### src/rtl/readout_rx_bin_decision.sv
// Decision stage behind the readout bin accumulator: arms it, counts a sample window,
// thresholds the final count into a qubit state. Optional erasure flag: READOUT_RX_DECISION_ERASURE_EN.
module readout_rx_bin_decision #(
   parameter int BIN_COUNTER_WIDTH = 16,
   parameter int WINDOW_LEN_WIDTH  = 12
) (
   input  logic                         clk,
   input  logic                         rst,
   input  logic                         start_readout,
   input  logic [WINDOW_LEN_WIDTH-1:0]  window_len,
   input  logic [BIN_COUNTER_WIDTH-1:0] threshold,
   input  logic                         sample_valid,
   input  logic [BIN_COUNTER_WIDTH-1:0] bin_count_in,
`ifdef READOUT_RX_DECISION_ERASURE_EN
   input  logic [BIN_COUNTER_WIDTH-1:0] margin,
   output logic                         result_erasure,
`endif
   output logic                         acc_start_count,
   output logic                         acc_valid_in,
   output logic                         busy,
   output logic                         result_valid,
   input  logic                         result_ready,
   output logic                         result_state,
   output logic [BIN_COUNTER_WIDTH-1:0] result_count,
   output logic                         overrun
);

   localparam int BCW = BIN_COUNTER_WIDTH;
   localparam int WLW = WINDOW_LEN_WIDTH;

   typedef enum logic [2:0] {
      ST_IDLE   = 3'd0,
      ST_ARM    = 3'd1,
      ST_COUNT  = 3'd2,
      ST_SETTLE = 3'd3,
      ST_OUT    = 3'd4
   } state_t;

   state_t           state_r;
   state_t           state_s;
   logic [WLW-1:0]   len_r;
   logic [WLW-1:0]   cnt_r;
   logic             last_sample_s;
   logic             acc_start_count_r;
   logic             busy_r;
   logic             result_valid_r;
   logic             result_state_r;
   logic [BCW-1:0]   result_count_r;
   logic             overrun_r;

`ifdef READOUT_RX_DECISION_ERASURE_EN
   logic             result_erasure_r;

   // Distance |count - threshold| is formed one bit wider so neither direction wraps.
   function automatic logic within_margin(input logic [BCW-1:0] count,
                                          input logic [BCW-1:0] thr,
                                          input logic [BCW-1:0] mrg);
      logic [BCW:0] diff;
      logic [BCW:0] dist;
      diff = {1'b0, count} - {1'b0, thr};
      if (diff[BCW]) begin
         dist = ~diff + {{BCW{1'b0}}, 1'b1};
      end else begin
         dist = diff;
      end
      return (dist < {1'b0, mrg});
   endfunction
`endif

   assign last_sample_s = sample_valid && ((cnt_r + {{(WLW-1){1'b0}}, 1'b1}) == len_r);

   // Next-state logic for the integration window sequence.
   always_comb begin
      state_s = state_r;
      case (state_r)
         ST_IDLE: begin
            if (start_readout) begin
               state_s = ST_ARM;
            end else begin
               state_s = ST_IDLE;
            end
         end
         ST_ARM: begin
            if (len_r == {WLW{1'b0}}) begin
               state_s = ST_SETTLE;
            end else begin
               state_s = ST_COUNT;
            end
         end
         ST_COUNT: begin
            if (last_sample_s) begin
               state_s = ST_SETTLE;
            end else begin
               state_s = ST_COUNT;
            end
         end
         ST_SETTLE: state_s = ST_OUT;
         ST_OUT: begin
            if (result_ready) begin
               state_s = ST_IDLE;
            end else begin
               state_s = ST_OUT;
            end
         end
         default: state_s = ST_IDLE;
      endcase
   end

   // State register, window bookkeeping, result capture and registered status outputs.
   always_ff @(posedge clk) begin
      if (!rst) begin
         state_r           <= ST_IDLE;
         len_r             <= {WLW{1'b0}};
         cnt_r             <= {WLW{1'b0}};
         acc_start_count_r <= 1'b0;
         busy_r            <= 1'b0;
         result_valid_r    <= 1'b0;
         result_state_r    <= 1'b0;
         result_count_r    <= {BCW{1'b0}};
         overrun_r         <= 1'b0;
`ifdef READOUT_RX_DECISION_ERASURE_EN
         result_erasure_r  <= 1'b0;
`endif
      end else begin
         state_r           <= state_s;
         // Status flags are decoded from the next state so they align with state_r.
         acc_start_count_r <= (state_s == ST_ARM);
         busy_r            <= (state_s != ST_IDLE);
         result_valid_r    <= (state_s == ST_OUT);

         if ((state_r == ST_IDLE) && start_readout) begin
            len_r <= window_len;
            cnt_r <= {WLW{1'b0}};
         end else if ((state_r == ST_COUNT) && sample_valid) begin
            cnt_r <= cnt_r + {{(WLW-1){1'b0}}, 1'b1};
         end else begin
            cnt_r <= cnt_r;
         end

         if (state_r == ST_SETTLE) begin
            result_count_r   <= bin_count_in;
            result_state_r   <= (bin_count_in >= threshold);
`ifdef READOUT_RX_DECISION_ERASURE_EN
            result_erasure_r <= within_margin(bin_count_in, threshold, margin);
`endif
         end

         if (start_readout && (state_r != ST_IDLE)) begin
            overrun_r <= 1'b1;
         end
      end
   end

   assign acc_valid_in    = (state_r == ST_COUNT) && sample_valid;
   assign acc_start_count = acc_start_count_r;
   assign busy            = busy_r;
   assign result_valid    = result_valid_r;
   assign result_state    = result_state_r;
   assign result_count    = result_count_r;
   assign overrun         = overrun_r;
`ifdef READOUT_RX_DECISION_ERASURE_EN
   assign result_erasure  = result_erasure_r;
`endif

endmodule
### config.mk
export PLATFORM = sky130hd
export DESIGN_NAME = readout_rx_bin_decision
export DESIGN_NICKNAME = d
export VERILOG_FILES = /design/src/rtl/readout_rx_bin_decision.sv
export SDC_FILE = /design/constraint.sdc
export NUM_CORES = 1
export LEC_CHECK = 0
export CAP_MARGIN = 40
export CORE_UTILIZATION = 41
export CTS_BUF_LIST = sky130_fd_sc_hd__clkbuf_2
export DETAILED_ROUTE_END_ITERATION = 10
export PLACE_DENSITY = 0.8
export SLEW_MARGIN = 10
export SYNTH_ARGS = -nofsm -noshare
export SYNTH_HDL_FRONTEND = slang
export SYNTH_SLANG_ARGS = --single-unit
### constraint.sdc
create_clock -name clk -period 2 [get_ports clk]
set_input_delay 0.4 -clock clk [delete_from_list [all_inputs] [get_ports clk]]
set_output_delay 0.4 -clock clk [all_outputs]
set_load 0.01 [all_outputs]
==> flow_summary_export.csv <==
group,metric,value,unit
run_status,outcome,"completed",
setup_path,critPathMaxFanout,7,
clock_network,numCtsBuffers,5,
final_layout,fin_util,60.8,%
placed_design,dp_hpwl,5.33,mm
routing,dr.pass1.iters,4,
setup_path,criticalPathCategory,"reg -> reg",
timing,rsz0062_at_grt,"yes",
global_route,grt.total_usage,20.6,%
pwr,p_per_area,543,nW/um^2
clock_network,clock_sinks,48,
pwr,internal-power,1510,uW
clock_network,htree_levels,2,
timing,min_period,1.99,ns
global_route,grt_antenna_before_repair,0,
clock_network,clk_pin_slew,0.26,ns
pwr,combinationalPowerShare,24.8,%
synth,ys_seq_elements,48,
global_route,first_global_vias,2513,
routing,avgViaCountPerCell,5.23,
global_route,grt_max_degree,20,
final_layout,n_antenna_cell,0,
global_route,grt_pass1_wl,11.6,mm
floorplanning,die_area,6940,sq um
setup_path,r2r_slack,0.009,ns
synth,yosysUniqueCellTypes,49,
setup_path,worstPathRequired,2.34,ns
synth,synthArstFlopShare,0,%
pwr,power,2100,uW
pwr,seqPwrFrac,50.1,%
setup_path,setup.worst_path.end_class,"flop",
clock_network,cts_tree,"built",
flow_run,maxCapViolCount,0,
timing,fmax,0.502,GHz
routing,routed_wl,7.22,mm
final_layout,fin_nets,487,
floorplanning,die_h,83.3,microns
timing,hold_viol,0,
placed_design,dp_cells,485,
pwr,switchingPower,589,uW
synth,synth_commonest_cells,"nand2_1 (66), dfxtp_1 (48), a21boi_0 (28)",
routing,post-route-drc-count,0,
timing,skew,0.0249,ns
synth,synth_largest_area_cell,"dfxtp_1",
clock_network,root_buffer,"clkbuf_2",
clock_network,clock_path_buffers,2,
pwr,peakVddDrop,0.000343,V
timing,timing.hold.ws,0.481,ns
floorplanning,row_count,29,
clock_network,hold_buffers,0,
synth,netlist_area,2710,sq um
placed_design,globalplace.congestion,0.872,
routing,vias,2612,
floorplanning,io_pins,71,
synth,synth-edff-count,0,
routing,drtAntennaViolNets,0,
routing,wire_per_inst,14.5,microns
final_layout,final_layout_size_suffix_gt1_share,15.9,%
floorplanning,coreArea,6350,sq um
clock_network,worstSkewPairLatency,0.44,ns
synth,ys_warn_count,0,
synth,ys.flop_type,"dfxtp_1",
synth,yosysTopAreaCellShare,35.5,%
pwr,power.static_leakage,0.00151,uW
synth,yosysMostFrequentCell,"nand2_1",
synth,synthesis.nets,394,
timing,slew_headroom,66.0,%
floorplanning,initial_utilization,42.7,%
hold_path,hold_path.class,"reg -> reg",
floorplanning,die_w,83.3,microns
synth,yosys-top-cells-area,"dfxtp_1 (35%), nand2_1 (9.1%), ha_1 (7.8%)",
pwr,p_clk_share,25.1,%
pwr,switching_share,28.1,%
setup_path,critPathLaunchType,"flop",
synth,yosysSeqAreaShare,35.5,%
final_layout,fin_cells,499,
synth,avgSynthCellArea,8.26,sq um
placed_design,port_buffers,70,
timing,setup_violations,0,
global_route,grt_overflow,0,
synth,syn-instance-count,328,
timing,tns,0,ns
setup_path,arrival,2.33,ns
timing,slew_viol_final,0,
timing,period_share,99.5,%
routing,drt-initial-drc-count,189,
final_layout,area_growth,42.5,%
timing,worst_pin_slew,0.503,ns
-- path summary, 6_finish.rpt --
kind	start	to	depth (start not counted)
hold reg to reg	result_count[11]	result_count[11]	2
hold / removal	result_count[11]	result_count[11]	2
setup / recovery	cnt_r[0]	busy	9
setup reg to reg	cnt_r[0]	busy	9
-- final cells by class --
type / count / area, sq um
clock buffers: 5 / 25.0
clock inverters: 3 / 42.5
fillers: 527 / 2490
inverters: 17 / 63.8
multi-input cells: 242 / 1680
flip-flops and latches: 48 / 968
well taps: 77 / 96.3
repair buffers: 107 / 986
-- kinds of logic (layout without fill, tap and decap cells) --
| kind of cell | count (synthesis) | in the layout | share of synthesized area, % |
|---|---|---|---|
| AO/OA/AOI/OAI | 61 | 61 | 16.3 |
| AND/OR/NAND/NOR | 136 | 136 | 24.6 |
| buffers and inverters | 38 | 132 | 6.05 |
| multiplexers | 1 | 1 | 0.369 |
| flip-flops | 48 | 48 | 35.5 |
| XOR/XNOR | 27 | 27 | 9.42 |
| adder cells (fa/ha/maj) | 17 | 17 | 7.85 |
-- through the flow --
stage / instance area (sq um) / worst slack, ns
6_report: 3860 / 0.00939
4_1_cts: 3760 / -0.0368
2_1_floorplan: 2710 / 0.00657
5_1_grt: 3860 / -0.0655
3_5_place_dp: 3650 / -0.731
3_3_place_gp: 3650 / -0.457
-- sequential cells by signal (all words and copies together), names as in the netlist --
signal / count
result_valid: 1
state_r: 3
acc_start_count: 1
cnt_r: 12
result_state: 1
overrun: 1
result_count: 16
busy: 1
len_r: 12
-- layout by cell type (no fill, tap or decap), types with 2 or more instances in the layout --
cell type	instances
nand4_1	6
and3b_1	2
nand3_1	7
o21a_1	3
a21o_1	5
nor2b_1	4
nor4_1	4
nor3_1	3
nand3_2	2
ha_1	16
dfxtp_2	6
o21ai_0	4
a21oi_1	9
nand4b_1	2
inv_1	17
nand2_1	66
nor2_1	20
dfxtp_1	42
buf_4	35
buf_6	2
nor4b_1	2
o211ai_1	4
clkdlybuf4s50_1	69
xnor2_1	13
clkbuf_2	5
xor2_1	12
nand3b_1	4
a21boi_0	28
-- routing by layer --
metal  up-vias  wire (microns)  GRT usage [%]
met5         -               0              0
met4         0             229           9.40
met3        21             304           3.68
met2        73            3620           34.9
met1      1220            3060           25.2
li1       1298               -              -
-- critical path: stages, from the launching register on --
cell and delay [ns]:
dfxtp_2 0.41, ha_4 0.15, buf_6 0.13, buf_4 0.11
a21oi_1 0.04, o211ai_1 0.18, o211ai_1 0.12, a21oi_1 0.25
o41ai_4 0.13, or3_4 0.39
-- power groups by stage --
| stage | clock network, uW | logic (uW) | registers [uW] |
|---|---|---|---|
| global route | 583 | 566 | 1060 |
| finish | 526 | 520 | 1050 |
| global placement | 0 | 471 | 1060 |
| CTS | 535 | 504 | 1050 |
| floorplan | 0 | 237 | 1070 |
| detailed placement | 0 | 484 | 1070 |
-- what timing repair did --
| action | CTS | global route |
|---|---|---|
| endpoints found under the setup margin | 5 | 4 |
| pin swaps | 2 | 11 |
| gates resized for setup | 7 | 18 |
| setup buffers | 2 | 5 |
(Power assumes the default switching activity.)
